### config.mk
export PLATFORM = sky130hd
export DESIGN_NAME = pw_frame_encoder
export DESIGN_NICKNAME = d
export VERILOG_FILES = /design/src/rtl/pw_frame_encoder.sv
export SDC_FILE = /design/constraint.sdc
export NUM_CORES = 1
export LEC_CHECK = 0
export ABC_AREA = 1
export CORE_MARGIN = 3
export CORE_UTILIZATION = 42
export DETAILED_ROUTE_END_ITERATION = 10
export PLACE_DENSITY = 0.67
export SLEW_MARGIN = 20
export SYNTH_ARGS = -nofsm -noshare
export SYNTH_HDL_FRONTEND = slang
export SYNTH_SLANG_ARGS = --single-unit
### constraint.sdc
create_clock -name Clk -period 6.27 [get_ports Clk]
set_input_delay 1.254 -clock Clk [delete_from_list [all_inputs] [get_ports Clk]]
set_output_delay 1.254 -clock Clk [all_outputs]
set_load 0.01 [all_outputs]
### src/rtl/pw_frame_encoder.sv
// Pulse-width serial frame encoder: buffers up to 2**ADDR_W words through a
// ready/valid load port, then sends sync, one pulse per bit (long high = 1,
// short high = 0) and a stop pattern on a single registered output wire.
module pw_frame_encoder #(
    parameter int DATA_W    = 8,
    parameter int ADDR_W    = 4,
    parameter int CNT_W     = 8,
    parameter int SYNC_HI   = 16,
    parameter int SYNC_LO   = 8,
    parameter int BIT0_HI   = 4,
    parameter int BIT1_HI   = 12,
    parameter int BIT_LO    = 4,
    parameter int STOP_LO   = 8,
    parameter int STOP_HI   = 4,
    parameter int MSB_FIRST = 0
) (
    input  logic              Clk,
    input  logic              Rst,
    input  logic              Le,
    input  logic [ADDR_W-1:0] N,
    input  logic [DATA_W-1:0] Din,
    input  logic              Din_vld,
    output logic              Ld_rdy,
    input  logic              Abort,
    output logic              Dout,
    output logic              Busy,
    output logic              Done
);

    localparam int DEPTH = 2 ** ADDR_W;
    localparam int BIT_W = (DATA_W > 1) ? $clog2(DATA_W) : 1;
    localparam logic [BIT_W-1:0] BIT_FIRST = (MSB_FIRST != 0) ? BIT_W'(DATA_W - 1) : '0;
    localparam logic [BIT_W-1:0] BIT_LAST  = (MSB_FIRST != 0) ? '0 : BIT_W'(DATA_W - 1);

    typedef enum logic [2:0] {S_IDLE, S_LOAD, S_SYNC, S_DATA, S_STOP} state_t;

    state_t            state, state_d;
    logic [ADDR_W-1:0] n_reg, n_d;
    logic [ADDR_W-1:0] idx, idx_d;       // load write index, then send word index
    logic [BIT_W-1:0]  bit_idx, bit_d;
    logic [CNT_W-1:0]  cnt, cnt_d;
    logic [CNT_W-1:0]  dur;
    logic              dout_d, done_d, wr_en;
    logic              cur_bit, phase_end;
    logic [DATA_W-1:0] mem [DEPTH];

    // Dout doubles as the high/low sub-phase flag of SYNC, DATA and STOP.
    assign Ld_rdy    = (state == S_LOAD);
    assign Busy      = (state != S_IDLE);
    assign cur_bit   = mem[idx][bit_idx];
    assign phase_end = (cnt == dur - CNT_W'(1));

    // Length of the phase currently being driven.
    always_comb begin
        dur = '0;
        case (state)
            S_SYNC:  dur = Dout ? CNT_W'(SYNC_HI) : CNT_W'(SYNC_LO);
            S_DATA:  dur = Dout ? (cur_bit ? CNT_W'(BIT1_HI) : CNT_W'(BIT0_HI)) : CNT_W'(BIT_LO);
            S_STOP:  dur = Dout ? CNT_W'(STOP_HI) : CNT_W'(STOP_LO);
            default: dur = '0;
        endcase
    end

    // Next-state, counter and output decode for the frame sequencer.
    always_comb begin
        // NOTE: every variable gets a default here so no path can infer a latch.
        state_d = state;
        n_d     = n_reg;
        idx_d   = idx;
        bit_d   = bit_idx;
        cnt_d   = cnt;
        dout_d  = Dout;
        done_d  = 1'b0;
        wr_en   = 1'b0;
        case (state)
            S_IDLE: begin
                dout_d = 1'b0;
                if (Le) begin
                    n_d     = N;
                    idx_d   = '0;
                    state_d = S_LOAD;
                end
            end
            S_LOAD: begin
                if (Din_vld) begin
                    wr_en = 1'b1;
                    if (idx == n_reg) begin
                        state_d = S_SYNC;
                        idx_d   = '0;
                        bit_d   = BIT_FIRST;
                        cnt_d   = '0;
                        dout_d  = 1'b1;
                    end else begin
                        idx_d = idx + ADDR_W'(1);
                    end
                end
            end
            S_SYNC: begin
                cnt_d = phase_end ? '0 : cnt + CNT_W'(1);
                if (phase_end) begin
                    dout_d = ~Dout;
                    if (!Dout) state_d = S_DATA;
                end
            end
            S_DATA: begin
                cnt_d = phase_end ? '0 : cnt + CNT_W'(1);
                if (phase_end) begin
                    if (Dout) begin
                        dout_d = 1'b0;
                    end else if (bit_idx == BIT_LAST) begin
                        bit_d = BIT_FIRST;
                        if (idx == n_reg) begin
                            state_d = S_STOP;
                        end else begin
                            idx_d  = idx + ADDR_W'(1);
                            dout_d = 1'b1;
                        end
                    end else begin
                        bit_d  = (MSB_FIRST != 0) ? bit_idx - BIT_W'(1) : bit_idx + BIT_W'(1);
                        dout_d = 1'b1;
                    end
                end
            end
            S_STOP: begin
                cnt_d = phase_end ? '0 : cnt + CNT_W'(1);
                if (phase_end) begin
                    dout_d = ~Dout;
                    if (Dout) begin
                        state_d = S_IDLE;
                        done_d  = 1'b1;
                    end
                end
            end
            default: state_d = S_IDLE;
        endcase
        // Abort drops whatever frame is in progress; it means nothing in IDLE.
        if (Abort && state != S_IDLE) begin
            state_d = S_IDLE;
            idx_d   = '0;
            cnt_d   = '0;
            dout_d  = 1'b0;
            done_d  = 1'b0;
            wr_en   = 1'b0;
        end
    end

    // Sequencer state registers.
    always_ff @(posedge Clk or negedge Rst) begin
        // NOTE: state registers use non-blocking assignments so every flop samples pre-edge values.
        if (!Rst) begin
            state   <= S_IDLE;
            n_reg   <= '0;
            idx     <= '0;
            bit_idx <= '0;
            cnt     <= '0;
            Dout    <= 1'b0;
            Done    <= 1'b0;
        end else begin
            state   <= state_d;
            n_reg   <= n_d;
            idx     <= idx_d;
            bit_idx <= bit_d;
            cnt     <= cnt_d;
            Dout    <= dout_d;
            Done    <= done_d;
        end
    end

    // Word buffer, written one accepted beat at a time.
    always_ff @(posedge Clk or negedge Rst) begin
        // NOTE: the buffer is reset on purpose so a frame never exposes stale data; this keeps it in flops.
        if (!Rst) begin
            for (int i = 0; i < DEPTH; i++) mem[i] <= '0;
        end else if (wr_en) begin
            mem[idx] <= Din;
        end
    end

endmodule

==> implementation parameters, run 1 <==
Parameter                              Value

GRT
  First-pass GRT wire length    31700 microns
  Maximum number of pins on one net before global-route repair    95
  Number of global-route vias before repair    6085
  Global-route usage over all layers    19.4%
  Initial antenna violation count    0
  Remaining global-route overflow    0

Clocking
  Max H-tree Level    4
  Buffers inserted during post-CTS setup optimization    0
  TritonCTS clock tree    yes
  Number of buffers on the longest clock path    2
  Worst-Skew Late Latency    0.44 ns
  Sinks on Clock Net    152
  Resized Gates After CTS    0
  Clock-pin transition on the worst setup and hold timing paths    0.06 ns
  Num CTS Buffers    17
  Count of hold-fix buffers inserted at cts    0
  Clock Root Buffer    clkbuf_16

Cells and area
  Layout overhead on the synthesized area    10.7%
  Register with the most flip-flops    mem
  Sequential cell area    3800 sq um
  Multi-input gate area    3630 sq um
  Number of fill cells    1832
  Number of flip-flops in the largest register    128
  Final nets    1039
  Largest regs    mem: 128 flops, cnt: 8 flops
  Final standard cell utilization of the core    47.6%
  Post-route insts no fill    1286
  Antenna Diode Count    0
  Layout cells sized above 1    11.0%

Setup path
  Type of origin of the critical path    flip-flop
  Category of the most critical setup path    reg2reg
  Most frequent cell on the critical path    nand2_1
  Largest delay share family, worst path    simple AND/OR/NAND/NOR gates
  Setup crit end kind    flip-flop
  Cell at the slowest stage of the critical path    clkinv_1
  Max stage delay on crit path    0.73 ns
  Critical Path Fanout Max    32
  Worst Path Arrival    4.56 ns
  Count of buffering cells on the critical path with inverters included    3
  Data required time at the worst endpoint    6.59 ns

STA
  Sum of negative setup slack    0 ns
  Top achievable clock speed    0.236 GHz
  Post-route worst setup slack    2.03 ns
  Slew Limit Headroom    34.4%
  RSZ-0062 raised after global routing    no
  Final min period    4.24 ns
  Transition at the pin with the smallest max-transition slack    0.981 ns
  Slew Viols, Final    0
  Final-report hold violation count    0
  Post-route clock skew    0.00980 ns
  Final cycle utilization of the critical path    67.7%
  Number of failing setup endpoints in the final timing report    0

Power
  Fraction of power spent switching nets    36.0%
  Cell Int Power    2080 uW
  Sum of internal, switching and leakage power    3250 uW
  Register share of total power    35.7%
  Combinational Power Share    30.0%
  Leakage power total    0.00428 uW
  Pwr/cell area    363 nW/um^2
  Clock network power share    34.3%
  Worst vdd ir    0.000196 V
  Switching power total    1170 uW

Drt
  Via density    5.10
  Residual DRC    0
  Initial DRC Count    582
  DRT antenna net count    0
  Per-cell routed wire length    15.0 microns
  Number of iterations in the first detailed-routing pass    6
  Total via count after detailed routing    6554
  Total Routed Length    19300 microns

Synth
  Number of flops mapped to enable cells by yosys    0
  Post-Synthesis Cells    1020
  Flip-flop and latch count after synthesis    152
  Share of async-settable or async-resettable flops after synthesis    100%
  Combined area of all synthesized cells    8090 sq um
  Leading cell types by total area after synthesis    dfrtp_1 47%, nand2_1 16%, o21ai_1 6.9%, nand3_1 3.8%, inv_1 3.5%
  Avg Synthesized Cell Area    7.93 sq um
  Share of synthesized area occupied by flip-flops and latches    47.0%
  Primary flip-flop cell chosen by synthesis mapping    dfrtp_1
  Count of distinct cell types in the synthesized netlist    38
  Cell taking the most area after synthesis    dfrtp_1
  Synthesized netlist net count    1046
  Number of warning messages in the yosys log    0
  Post-synth top area share    47.0%

Placed design
  Input/output buffers    20
  Number of placed instances with taps included    1254
  Pre-CTS worst setup slack    2.05 ns
  HPWL reported at the end of detailed placement    12300 microns
  Routability congestion estimate from global placement    0.930

Die
  Std cell rows    50
  Initial Utilization    43.0%
  Width of the die    145 microns
  Core Area    18800 sq um
  Die Footprint    21000 sq um
  Die H    145 microns
  Count of pins on the block boundary    21

Flow run
  Count of max-cap constraint violations    0

Outcome
  Outcome    finished, final reports clean

Min path
  Type of the most critical hold path    reg2reg
[final cells by class]
type / instances / share of cell area [%]
inverters: 85 / 3.65
repair buffers: 25 / 2.67
flip-flops and latches: 152 / 42.5
well taps: 260 / 3.63
clock buffers: 17 / 4.75
multi-input cells: 732 / 40.5
clock inverters: 15 / 2.35
[synthesized netlist by cell type (7+ instances only)]
master	count
nand2_1	339
dfrtp_1	152
o21ai_1	111
inv_1	75
nor2_1	68
nand3_1	61
o21ai_0	34
a21oi_1	17
nand2_2	17
buf_2	16
clkbuf_1	16
buf_6	15
o21ai_2	14
ha_1	9
nand2_4	8
xor2_1	8
nor2_8	7
o22ai_1	7
[layout by cell type (no fill, tap or decap), types with 3 or more instances in the layout]
cell and instances:
nand2_1 339, dfrtp_1 151, o21ai_1 111, inv_1 75, nor2_1 68, nand3_1 61, o21ai_0 34, clkdlybuf4s50_1 19
a21oi_1 17, nand2_2 17, clkbuf_16 17, o21ai_2 14, ha_1 9, nand2_4 8, xor2_1 8, o22ai_1 7
nor2_8 7, inv_6 7, inv_2 6, buf_4 5, nand3_2 4, nor3_1 4, mux2_2 4, bufinv_16 4
inv_4 3, nor2_2 3, nand4_1 3
[per-layer routing]
metal / share of wire [%] / vias up / routed length (microns) / GRT usage (%)
met2: 45 / 196 / 8650 / 28.9
met1: 48 / 3069 / 9220 / 28.2
li1: - / 3257 / - / -
met4: 2.1 / 0 / 408 / 6.48
met3: 5.1 / 32 / 991 / 4.01
met5: 0 / - / 0 / 0
[worst paths after layout]
| kind | from | end | slack [ns] | cells after the start |
|---|---|---|---|---|
| setup / recovery | idx[0]$_DFFE_PN0P_ | state[2]$_DFFE_PN0P_ | 2.03 | 25 |
| hold / removal | mem[80]$_DFFE_PN0P_ | mem[80]$_DFFE_PN0P_ | 0.48 | 2 |
| hold reg to reg | mem[80]$_DFFE_PN0P_ | mem[80]$_DFFE_PN0P_ | 0.48 | 2 |
| min in group asynchronous | Rst | state[0]$_DFFE_PN0P_ | 0.90 | 1 |
| max in group asynchronous | Rst | idx[0]$_DFFE_PN0P_ | 4.00 | 2 |
| setup reg to reg | idx[0]$_DFFE_PN0P_ | state[2]$_DFFE_PN0P_ | 2.03 | 25 |
[power groups by stage]
stage	clock network (uW)	logic [uW]	registers, uW
after floorplan	0	741	1160
after global placement	0	962	1170
after detailed placement	0	976	1180
after CTS	1130	979	1160
after global routing	1170	1100	1170
final	1120	976	1160
[cell families after synthesis]
kind of cell	after synthesis	synth area share [%]
adders and majority gates	9	1.39
and+or+nand+nor	523	29.2
xor gates and xnor gates	8	0.866
AOI/OAI and AO/OA	188	12.8
DFF	152	47.0
buffers and inverters	136	8.18
muxes	4	0.557
[per-stage QoR]
step                area (sq um)  hold WS, ns
floorplan                   8090        0.448
global placement            8320        0.463
detailed placement          8320        0.467
CTS                         8960        0.484
global route                8960        0.505
finish                      8960        0.480
[worst reg2reg max path, delay by kind of cell (launching register included)]
kind / cells / cell delay, ns
DFF: 1 / 0.36
buffers and inverters: 3 / 1.35
adders and majority gates: 2 / 0.37
and+or+nand+nor: 20 / 2.05
Note: power is estimated with default switching activity, not from simulation.
==> run 2: changes to the inputs <==
PLACE_DENSITY = 0.69   (was 0.67)
clock period = 3.6 ns   (was 6.27 ns; I/O delays follow)
==> run 2 against run 1 <==
  * Worst setup slack got worse by 1.8 ns
  * Cell area increased by 4.8%
  * Routed wire length increased by 8.7%
  * Register-to-register slack lost 1.8 ns
  * Via count grew 2.8%
  * Clock skew grew 0.0041 ns
  * Final cell count up 1.9%
  * Core utilization increased by 2.3 points
  * Clock-buffer cell count is 2 higher
  * First-iteration DRC count rose by 7.2%
  * Combinational power rose by 100%
  * Global-route usage rose by 0.34 points
  * Largest cell class unchanged
==> implementation parameters, run 2 (same netlist as run 1, synthesis figures left out) <==
Parameter                              Value

Cells and area
  Post-route insts no fill    1310
  Register with the most flip-flops    mem
  Area of all placed cells without fillers    9390 sq um
  Number of fill cells    1769
  Most common cell after layout, fill and taps aside    nand2_1
  Layout cells sized above 1    15.1%
  Final nets    1063
  Commonest cells after routing, fill and taps aside    329 x nand2_1, 151 x dfrtp_1, 115 x o21ai_1
  Layout overhead on the synthesized area    16.0%
  Number of flip-flops in the largest register    128
  Antenna Diode Count    0
  Largest regs    mem: 128 flops, cnt: 8 flops

STA
  Post-route worst setup slack    0.180 ns
  Number of failing setup endpoints in the final timing report    0
  Final-report hold violation count    0
  Final cycle utilization of the critical path    95.0%
  Top achievable clock speed    0.292 GHz
  Transition at the pin with the smallest max-transition slack    0.830 ns
  Worst hold-check slack    0.303 ns
  Final min period    3.42 ns
  Post-route clock skew    0.0139 ns
  Slew Viols, Final    0
  Slew Limit Headroom    44.6%

Power
  Switching power total    2190 uW
  Fraction of power spent switching nets    37.2%
  Pwr/cell area    626 nW/um^2
  Leakage power total    0.00448 uW
  Clock network power share    32.0%
  Cell Int Power    3690 uW
  Combinational Power Share    33.5%
  Worst vdd ir    0.000294 V
  Register share of total power    34.5%

Drt
  Per-cell routed wire length    16.0 microns
  Number of iterations in the first detailed-routing pass    7
  Via density    5.14
  Total via count after detailed routing    6735
  Total Routed Length    20900 microns
  Residual DRC    0
  DRT antenna net count    0
  Initial DRC Count    624

Clocking
  Max H-tree Level    4
  Count of hold-fix buffers inserted at cts    0
  TritonCTS clock tree    yes
  Clock-pin transition on the worst setup and hold timing paths    0.07 ns
  Num CTS Buffers    17
  Worst-Skew Late Latency    0.44 ns
  Number of buffers on the longest clock path    2
  Sinks on Clock Net    152
  Clock Root Buffer    clkbuf_16

Setup path
  Largest delay share family, worst path    simple AND/OR/NAND/NOR gates
  Critical Path Fanout Max    8
  Data required time at the worst endpoint    3.93 ns
  Cell at the slowest stage of the critical path    dfrtp_2
  Most frequent cell on the critical path    nand2_1
  Type of origin of the critical path    flip-flop
  Beginning of the worst register-to-register path    idx[0]$_DFFE_PN0P_
  Max stage delay on crit path    0.43 ns
  Category of the most critical setup path    reg2reg
  Setup crit end kind    flip-flop
  Critical Path Source    idx[0]$_DFFE_PN0P_
  Worst Path Arrival    3.75 ns
  Count of buffering cells on the critical path with inverters included    6

Die
  Core Area    18800 sq um
  Initial Utilization    43.0%
  Die H    145 microns
  Width of the die    145 microns
  Count of pins on the block boundary    21
  Std cell rows    50
  Die Footprint    21000 sq um

Placed design
  Routability congestion estimate from global placement    0.915
  HPWL reported at the end of detailed placement    12900 microns
  Input/output buffers    20
  Number of placed instances with taps included    1266
  Area after DPL    8480 sq um
  Pre-CTS worst setup slack    0.257 ns

GRT
  Remaining global-route overflow    0
  First-pass GRT wire length    32400 microns
  Initial antenna violation count    0
  Number of global-route vias before repair    6188
  Maximum number of pins on one net before global-route repair    72
  Global-route usage over all layers    19.7%

Flow run
  Count of max-cap constraint violations    0

Outcome
  Outcome    finished, final reports clean

Min path
  Type of the most critical hold path    in2async
[run 2: stage by stage]
step	power (uW)	util (%)	TNS, ns
3_3_place_gp	3790	45.0	0
6_report	5880	49.9	0
2_1_floorplan	3300	-	0
5_1_grt	6220	49.9	-0.316
3_5_place_dp	3800	45.0	0
4_1_cts	5680	48.2	0
[run 2: what timing repair did]
item | CTS | global route
setup endpoints to repair | 0 | 11
resized for setup | 0 | 32
setup buffers | 0 | 5
[run 2: final cells by class]
class                   count  area, sq um  share of cell area (%)
clock buffers              19          453                    4.82
inverters                  85          330                    3.52
clock inverters            13          156                    1.67
flip-flops and latches    152         3800                    40.5
well taps                 260          325                    3.46
repair buffers             49          604                    6.44
multi-input cells         732         3720                    39.6
[run 2: power groups by stage]
stage          Clock (uW)  Sequential, uW  Combinational, uW
6_report             1880            2030               1970
2_1_floorplan           0            2010               1290
3_3_place_gp            0            2050               1740
4_1_cts              1890            2030               1760
5_1_grt              1970            2050               2190
3_5_place_dp            0            2050               1750
[run 2: worst paths after layout]
kind                                        end  slack [ns]  cells past startpoint
max reg2reg                state[2]$_DFFE_PN0P_        0.18                     28
max in group asynchronous   mem[42]$_DFFE_PN0P_        2.48                      2
min in group Clk            mem[61]$_DFFE_PN0P_        0.48                      2
min                        state[2]$_DFFE_PN0P_        0.30                      1
max                        state[2]$_DFFE_PN0P_        0.18                     28
min reg2reg                 mem[61]$_DFFE_PN0P_        0.48                      2
[run 2: layer usage]
metal | up-vias | share of wire (%) | GRT usage, %
met5 | - | 0 | 0
met4 | 0 | 1.8 | 5.11
met3 | 33 | 6.0 | 4.63
met1 | 3184 | 47 | 28.5
li1 | 3313 | - | -
met2 | 205 | 45 | 29.9
